**src/rtl/window_gen_3x3_stream.sv**
```systemverilog
// Streaming 3x3 neighbourhood generator: two line buffers feed a three-column
// shift window, followed by a single registered output stage with valid/ready.
module window_gen_3x3_stream #(
  parameter int DATA_W = 8,
  parameter int IMG_W  = 256,
  parameter int IMG_H  = 256
) (
  input  logic                clk,
  input  logic                rst,
  input  logic                in_valid,
  output logic                in_ready,
  input  logic [DATA_W-1:0]   in_pixel,
  output logic                out_valid,
  input  logic                out_ready,
  output logic [9*DATA_W-1:0] out_win,
  output logic                out_last
);

  localparam int COL_W = $clog2(IMG_W);
  localparam int ROW_W = $clog2(IMG_H);
  localparam logic [COL_W-1:0] COL_MAX = COL_W'(IMG_W - 1);
  localparam logic [ROW_W-1:0] ROW_MAX = ROW_W'(IMG_H - 1);
  localparam logic [COL_W-1:0] COL_TWO = COL_W'(2);
  localparam logic [ROW_W-1:0] ROW_TWO = ROW_W'(2);

  logic [DATA_W-1:0]   lb0 [IMG_W];
  logic [DATA_W-1:0]   lb1 [IMG_W];
  logic [COL_W-1:0]    col;
  logic [ROW_W-1:0]    row;
  logic [DATA_W-1:0]   win [9];
  logic [DATA_W-1:0]   nxt [9];
  logic [DATA_W-1:0]   top;
  logic [DATA_W-1:0]   mid;
  logic [9*DATA_W-1:0] next_win;
  logic                accept;
  logic                emit;
  logic                last_pix;

  assign in_ready = !out_valid || out_ready;
  assign accept   = in_valid && in_ready;
  assign top      = lb1[col];
  assign mid      = lb0[col];
  assign emit     = accept && (row >= ROW_TWO) && (col >= COL_TWO);
  assign last_pix = (row == ROW_MAX) && (col == COL_MAX);

  // Window indices 0..8 are p1..p9; the new right column enters at p3/p6/p9.
  always_comb begin
    nxt[0] = win[1];
    nxt[1] = win[2];
    nxt[2] = top;
    nxt[3] = win[4];
    nxt[4] = win[5];
    nxt[5] = mid;
    nxt[6] = win[7];
    nxt[7] = win[8];
    nxt[8] = in_pixel;
    next_win = '0;
    for (int k = 0; k < 9; k++) begin
      next_win[k*DATA_W +: DATA_W] = nxt[k];
    end
  end

  // Line buffers are not reset; the row gate keeps stale contents from ever being emitted.
  always_ff @(posedge clk) begin
    if (accept) begin
      lb1[col] <= mid;
      lb0[col] <= in_pixel;
    end
  end

  always_ff @(posedge clk) begin
    if (rst) begin
      col       <= '0;
      row       <= '0;
      out_valid <= 1'b0;
      out_last  <= 1'b0;
      out_win   <= '0;
      for (int k = 0; k < 9; k++) begin
        win[k] <= '0;
      end
    end else begin
      if (accept) begin
        win <= nxt;
        if (col == COL_MAX) begin
          col <= '0;
          row <= (row == ROW_MAX) ? '0 : row + ROW_W'(1);
        end else begin
          col <= col + COL_W'(1);
        end
      end
      if (emit) begin
        out_valid <= 1'b1;
        out_win   <= next_win;
        out_last  <= last_pix;
      end else if (out_ready) begin
        out_valid <= 1'b0;
      end
    end
  end

endmodule

```
**config.mk**
```make
export PLATFORM = sky130hd
export DESIGN_NAME = window_gen_3x3_stream
export DESIGN_NICKNAME = d
export VERILOG_FILES = /design/src/rtl/window_gen_3x3_stream.sv
export SDC_FILE = /design/constraint.sdc
export NUM_CORES = 2
export LEC_CHECK = 0
export CAP_MARGIN = 10
export CELL_PAD_IN_SITES_DETAIL_PLACEMENT = 1
export CELL_PAD_IN_SITES_GLOBAL_PLACEMENT = 2
export CORE_MARGIN = 2
export CORE_UTILIZATION = 35
export DETAILED_ROUTE_END_ITERATION = 8
export PLACE_DENSITY = 0.61
export SYNTH_ARGS = -nofsm -noshare
export SYNTH_HDL_FRONTEND = slang
export SYNTH_SLANG_ARGS = --single-unit
export TNS_END_PERCENT = 50
```
**constraint.sdc**
```tcl
create_clock -name clk -period 13.6 [get_ports clk]
set_clock_uncertainty 0.2 [all_clocks]
set_input_delay 2.72 -clock clk [delete_from_list [all_inputs] [get_ports clk]]
set_output_delay 2.72 -clock clk [all_outputs]
set_load 0.005 [all_outputs]
```
# Word-level counts from Yosys, hierarchy flattened
# Memories as Yosys holds them, arrays and structs flattened. A register that Yosys moved wholly into a read port is not among the register bits.
# Index checks and enable logic that the tools add are counted.
# op_classes
n_addsub	2
shift	0
multipliers	0
eq_ne	2
order_cmp	2
n_div	0
n_reduce_logical	8
muxes	10
bitwise_logic	0
# op_table
cell	count
2-to-1 mux 8 bit	6
adder 8 x 1 -> 8 bit, second input constant	2
== test 8 bit, second input constant	2
>= comparator 8 x 2 -> 1 bit, second input constant	2
logical AND 1 bit	4
2-to-1 mux 1 bit	4
AND reduction 2 bit	1
nonzero test 2 bit	1
zero test 1 bit	1
logical OR 1 bit	1
# totals
latch_bits	0
register_bits	138
ram_bits	4096
out_inout_bits	75
n_memories	2
romBits	0
# memory_table
name	depth	width	rd	rd_clocked_by_memory_dff	wr	line	source
lb0	256	8	1	1	1	26	logic [DATA_W-1:0] lb0 [IMG_W];
lb1	256	8	1	1	1	27	logic [DATA_W-1:0] lb1 [IMG_W];

# Depth between registers and ports, before layout
# depth
word_depth	6
depth_mapped	13

# Worst setup path before layout
# No wires, ideal clock.
# synth_timing
kind	register -> register
start	reg (tool-made name)
end	mem lb1[0][1] (data pin)
slack_ns	3.687
synth_period_minus_slack_ns	9.913
arrival_ns	8.262
setup_ns	1.452
n_path_buf	5
stages_incl_launch_ff	12
path_cell_list	dfxtp_1 buf_4 buf_4 buf_6 and2b_1 buf_4 clkbuf_1 a22oi_1 a21oi_1 nor2_1 a22oi_1 nor2b_1
# synth_rtl
item	line
to (decl)	27

==> results.txt <==
- The setup path with the least slack is of type flop to flop.
- Traced cell by cell, the critical path runs through buf_4 -> buf_4 -> buf_12 -> mux4_2 -> nor3_1 -> nor3_1 -> o311ai_0 -> o311ai_1 -> buf_4 -> and2_4 -> buf_4 -> buf_4.
- Measured against its own limit, the worst slew margin works out to 14.71%.
- Measured slew at the worst slew-check pin: 1.263 ns
- The floorplan has 251 rows.
- Initial cell density of the core: 35.07%
* Cell with the most instances after synthesis: sky130_fd_sc_hd__edfxtp_1
- Total global routing overflow: 0
* Clock period minus worst slack: 7.619 ns
- Layout cell share with drive strength beyond 1: 25.20%
* Post-synthesis area per instance: 20.88 µm²
* Library cell contributing the largest single delay on the critical path: sky130_fd_sc_hd__dfxtp_4
- Layout Nets: 8296
- Wire length after detailed routing: 519.3 mm
- Wirelength per Cell: 34.97 µm
- # fillers: 44050
- Final-report hold violation count: 0
- Proportion of synthesized flip-flops having asynchronous set or reset: 0%
* Highest ir drop seen on vdd: 0.0001255 V
- Placer's final routability congestion estimate: 0.8254
* Core outline area: 466400 µm²
- Synthesis inferred 4242 register bits.
- In the post-synthesis netlist, the biggest area contributors are sky130_fd_sc_hd__edfxtp_1 75%, sky130_fd_sc_hd__mux4_2 12%, sky130_fd_sc_hd__mux2i_1 2.0%.
- Timing would allow up to 0.1313 GHz.
- Top flip-flop cell by instance count after synthesis: sky130_fd_sc_hd__edfxtp_1
- Top cells by count, synth: 4096 x sky130_fd_sc_hd__edfxtp_1, 878 x sky130_fd_sc_hd__mux4_2, 379 x sky130_fd_sc_hd__nand2_1
- Antenna viol nets, final: 0
- After detailed placement, the total cell area comes to 172900 µm².
- The H-tree was split into 5 levels.
- The flow ran to the end, and the final reports show no timing, DRC or antenna violations.
- Total global-route track usage: 21.65%
- The mapped netlist covers 163600 µm².
- The Yosys step of the flow raised 0 warnings.
- Setup repair after global routing left no endpoint under its margin.
- For the worst setup path, the data arrival time is 8.07 ns.
- Largest net degree at the start of global routing: 180
* CTS hold repair buffers: 0
* Stage delay of the slowest cell on the critical path: 0.91 ns
* Die extent in y: 687.6 µm
- The number of pins with negative max-slew slack in the final report is 0.
- After detailed routing, the number of remaining DRC violations is 0.
- The floorplan step defined a die boundary enclosing 472800 µm².
* Number of clock sinks: 4242
- Top cell type's share of synthesized area: 75.20%
- Number of synthesized flops with an enable pin: 4096
* Number of optimization iterations in the first detailed-route pass: 5
- Leakage power summed over all cells: 56.54 nW
* CTS resizes: 0
* Required time of the critical path: 14.05 ns
* Quantity of I/O buffers inserted on ports: 86
* Number of global-route vias before repair: 84920
- STA classifies the critical path endpoint as a flop.
- Compared with the post-synthesis result, the final layout area differs by 14.48%.
- CTS tree: yes
- The min-delay analysis places its worst path in the category flop to flop.
* Yosys top cell by area: sky130_fd_sc_hd__edfxtp_1
- Largest fanout of any net on the critical path: 81
- Max-cap violations in this run came to 0.
* Clock latency at the later pin of the worst-skew pair: 1.03 ns
- Startpoint type of the worst setup path: flop
* Most numerous cell on the critical path: sky130_fd_sc_hd__buf_4
- # IOs: 87
- The initial antenna violation count was 39.
- Share of synthesized area occupied by flip-flops and latches: 76.99%
* Number of nets in the synthesized netlist: 7852
- The first global-routing pass estimated 717.4 mm of wire.
- Once the clock tree was built, the setup fixing pass inserted 0 buffers.
* Detailed router's first-iteration violation count: 9602
- With fillers left out, the area of the finished cells amounts to 187200 µm².
- Registers take 125900 µm².
- No sink is reached through more buffers than the 4 on the longest clock path.
- Root Driver: sky130_fd_sc_hd__clkbuf_16
- Synthesis instantiated 98 different standard cells from the library.
- In the finished design, the share of the clock period the worst path needs comes to 56.02%.
- Die width: 687.6 µm
- Clock-pin transition on the worst setup and hold timing paths: 0.06 ns
- In the final timing run, aggregate negative setup slack is 0 ns.
- Summing all multi-input logic gate instances after layout gives 35080 µm².
- Buffers inserted during clock tree synthesis total 437.
* Dpl hpwl: 320.8 mm
* Vias per std cell: 5.606
- Setup violations remaining at the end of the flow were counted as 0.
* Number of vias in the routed layout: 83270
* Cell Pwr Density: 149.3 nW/µm²
* Cells after Synth: 7834
## where the power goes
part	leakage, nW	total, mW	switching (mW)	internal (mW)
sequential	38.0	14.5	0.0212	14.5
combinational	11.6	1.33	0.939	0.392
clock	6.98	12.1	5.15	6.94
## layout make-up
class	count	area share [%]
sequential	4242	67.26
multi-input combinational	3112	18.74
clock buffer	538	6.181
tap	6198	4.142
timing repair buffer	473	2.200
clock inverter	265	1.432
inverter	12	0.02807
antenna	13	0.01737
## cells by family (layout without fill, tap and decap cells)
| group | count (synthesis) | after routing | share of synthesized area [%] |
|---|---|---|---|
| flops | 4242 | 4242 | 76.99 |
| mux | 1270 | 1270 | 14.78 |
| simple gates | 1006 | 1006 | 2.754 |
| compound gates | 821 | 821 | 3.408 |
| buf+inv | 480 | 1288 | 1.980 |
| xor+xnor | 9 | 9 | 0.04820 |
| fa+ha+maj | 6 | 6 | 0.04590 |
| other cells | 0 | 13 | 0 |
## placed cells by master (no fill, tap or decap), types with 18 or more instances in the layout
cell / count
sky130_fd_sc_hd__nor2_1: 178
sky130_fd_sc_hd__clkbuf_16: 443
sky130_fd_sc_hd__nor3_1: 61
sky130_fd_sc_hd__nand3_1: 40
sky130_fd_sc_hd__o22ai_1: 113
sky130_fd_sc_hd__mux4_1: 26
sky130_fd_sc_hd__dfxtp_1: 139
sky130_fd_sc_hd__mux2_2: 39
sky130_fd_sc_hd__nor2_2: 145
sky130_fd_sc_hd__a221oi_1: 34
sky130_fd_sc_hd__clkbuf_1: 82
sky130_fd_sc_hd__o21ai_0: 63
sky130_fd_sc_hd__nand2_1: 372
sky130_fd_sc_hd__mux2i_1: 327
sky130_fd_sc_hd__a211oi_1: 37
sky130_fd_sc_hd__buf_4: 359
sky130_fd_sc_hd__buf_12: 18
sky130_fd_sc_hd__clkinv_1: 103
sky130_fd_sc_hd__a31oi_1: 34
sky130_fd_sc_hd__mux4_2: 878
sky130_fd_sc_hd__clkdlybuf4s50_1: 77
sky130_fd_sc_hd__bufinv_16: 48
sky130_fd_sc_hd__a22o_1: 21
sky130_fd_sc_hd__clkinv_2: 84
sky130_fd_sc_hd__nor2b_1: 19
sky130_fd_sc_hd__nand3b_1: 25
sky130_fd_sc_hd__a22oi_1: 144
sky130_fd_sc_hd__a21oi_1: 221
sky130_fd_sc_hd__edfxtp_1: 4096
## stage by stage
| stage | worst slack, ns | utilization (%) | power, mW | hold slack [ns] | std cells |
|---|---|---|---|---|---|
| after global placement | 5.931 | 37.03 | 16.12 | 0.2413 | 14020 |
| final | 5.981 | 40.15 | 27.95 | 0.2512 | 14850 |
| after floorplan | 3.687 | - | 15.60 | 0.2321 | 7834 |
| after global routing | 5.575 | 40.14 | 28.68 | 0.2665 | 14840 |
| after CTS | 5.705 | 40.13 | 28.18 | 0.2483 | 14840 |
| after detailed placement | 5.754 | 37.08 | 16.15 | 0.2498 | 14030 |
## worst paths after layout
kind | start | to | slack (ns) | cells after the start
worst max register to register | flop | lb1[74][2] | 5.98 | 12
worst min register to register | next_win[28] | out_win[28] | 0.25 | 2
worst max-delay path | flop | lb1[74][2] | 5.98 | 12
worst min-delay path | next_win[28] | out_win[28] | 0.25 | 2
## worst max-delay path: cells and delay by family, from the launching register on
family | cells | cell delay [ns]
buffers and inverters | 6 | 3.46
DFF | 1 | 0.91
and+or+nand+nor | 3 | 0.66
AOI/OAI and AO/OA | 2 | 1.08
muxes | 1 | 0.41
## flip-flops by register name, summed over array words and instances (netlist names), named ones only
register and flops:
out_last 1, col 8, lb0 2048, lb1 2048
next_win 48, out_win 72, out_valid 1, row 8
## metal layers
| metal | routed length (µm) | GRT usage [%] | part of all wire [%] |
|---|---|---|---|
| met3 | 37940 | 3.913 | 7.3 |
| met2 | 243900 | 34.34 | 47 |
| met4 | 17260 | 6.448 | 3.3 |
| met5 | 35 | 0 | 0.0067 |
| met1 | 220200 | 30.55 | 42 |
No activity file was read; power rests on OpenSTA's default activity.
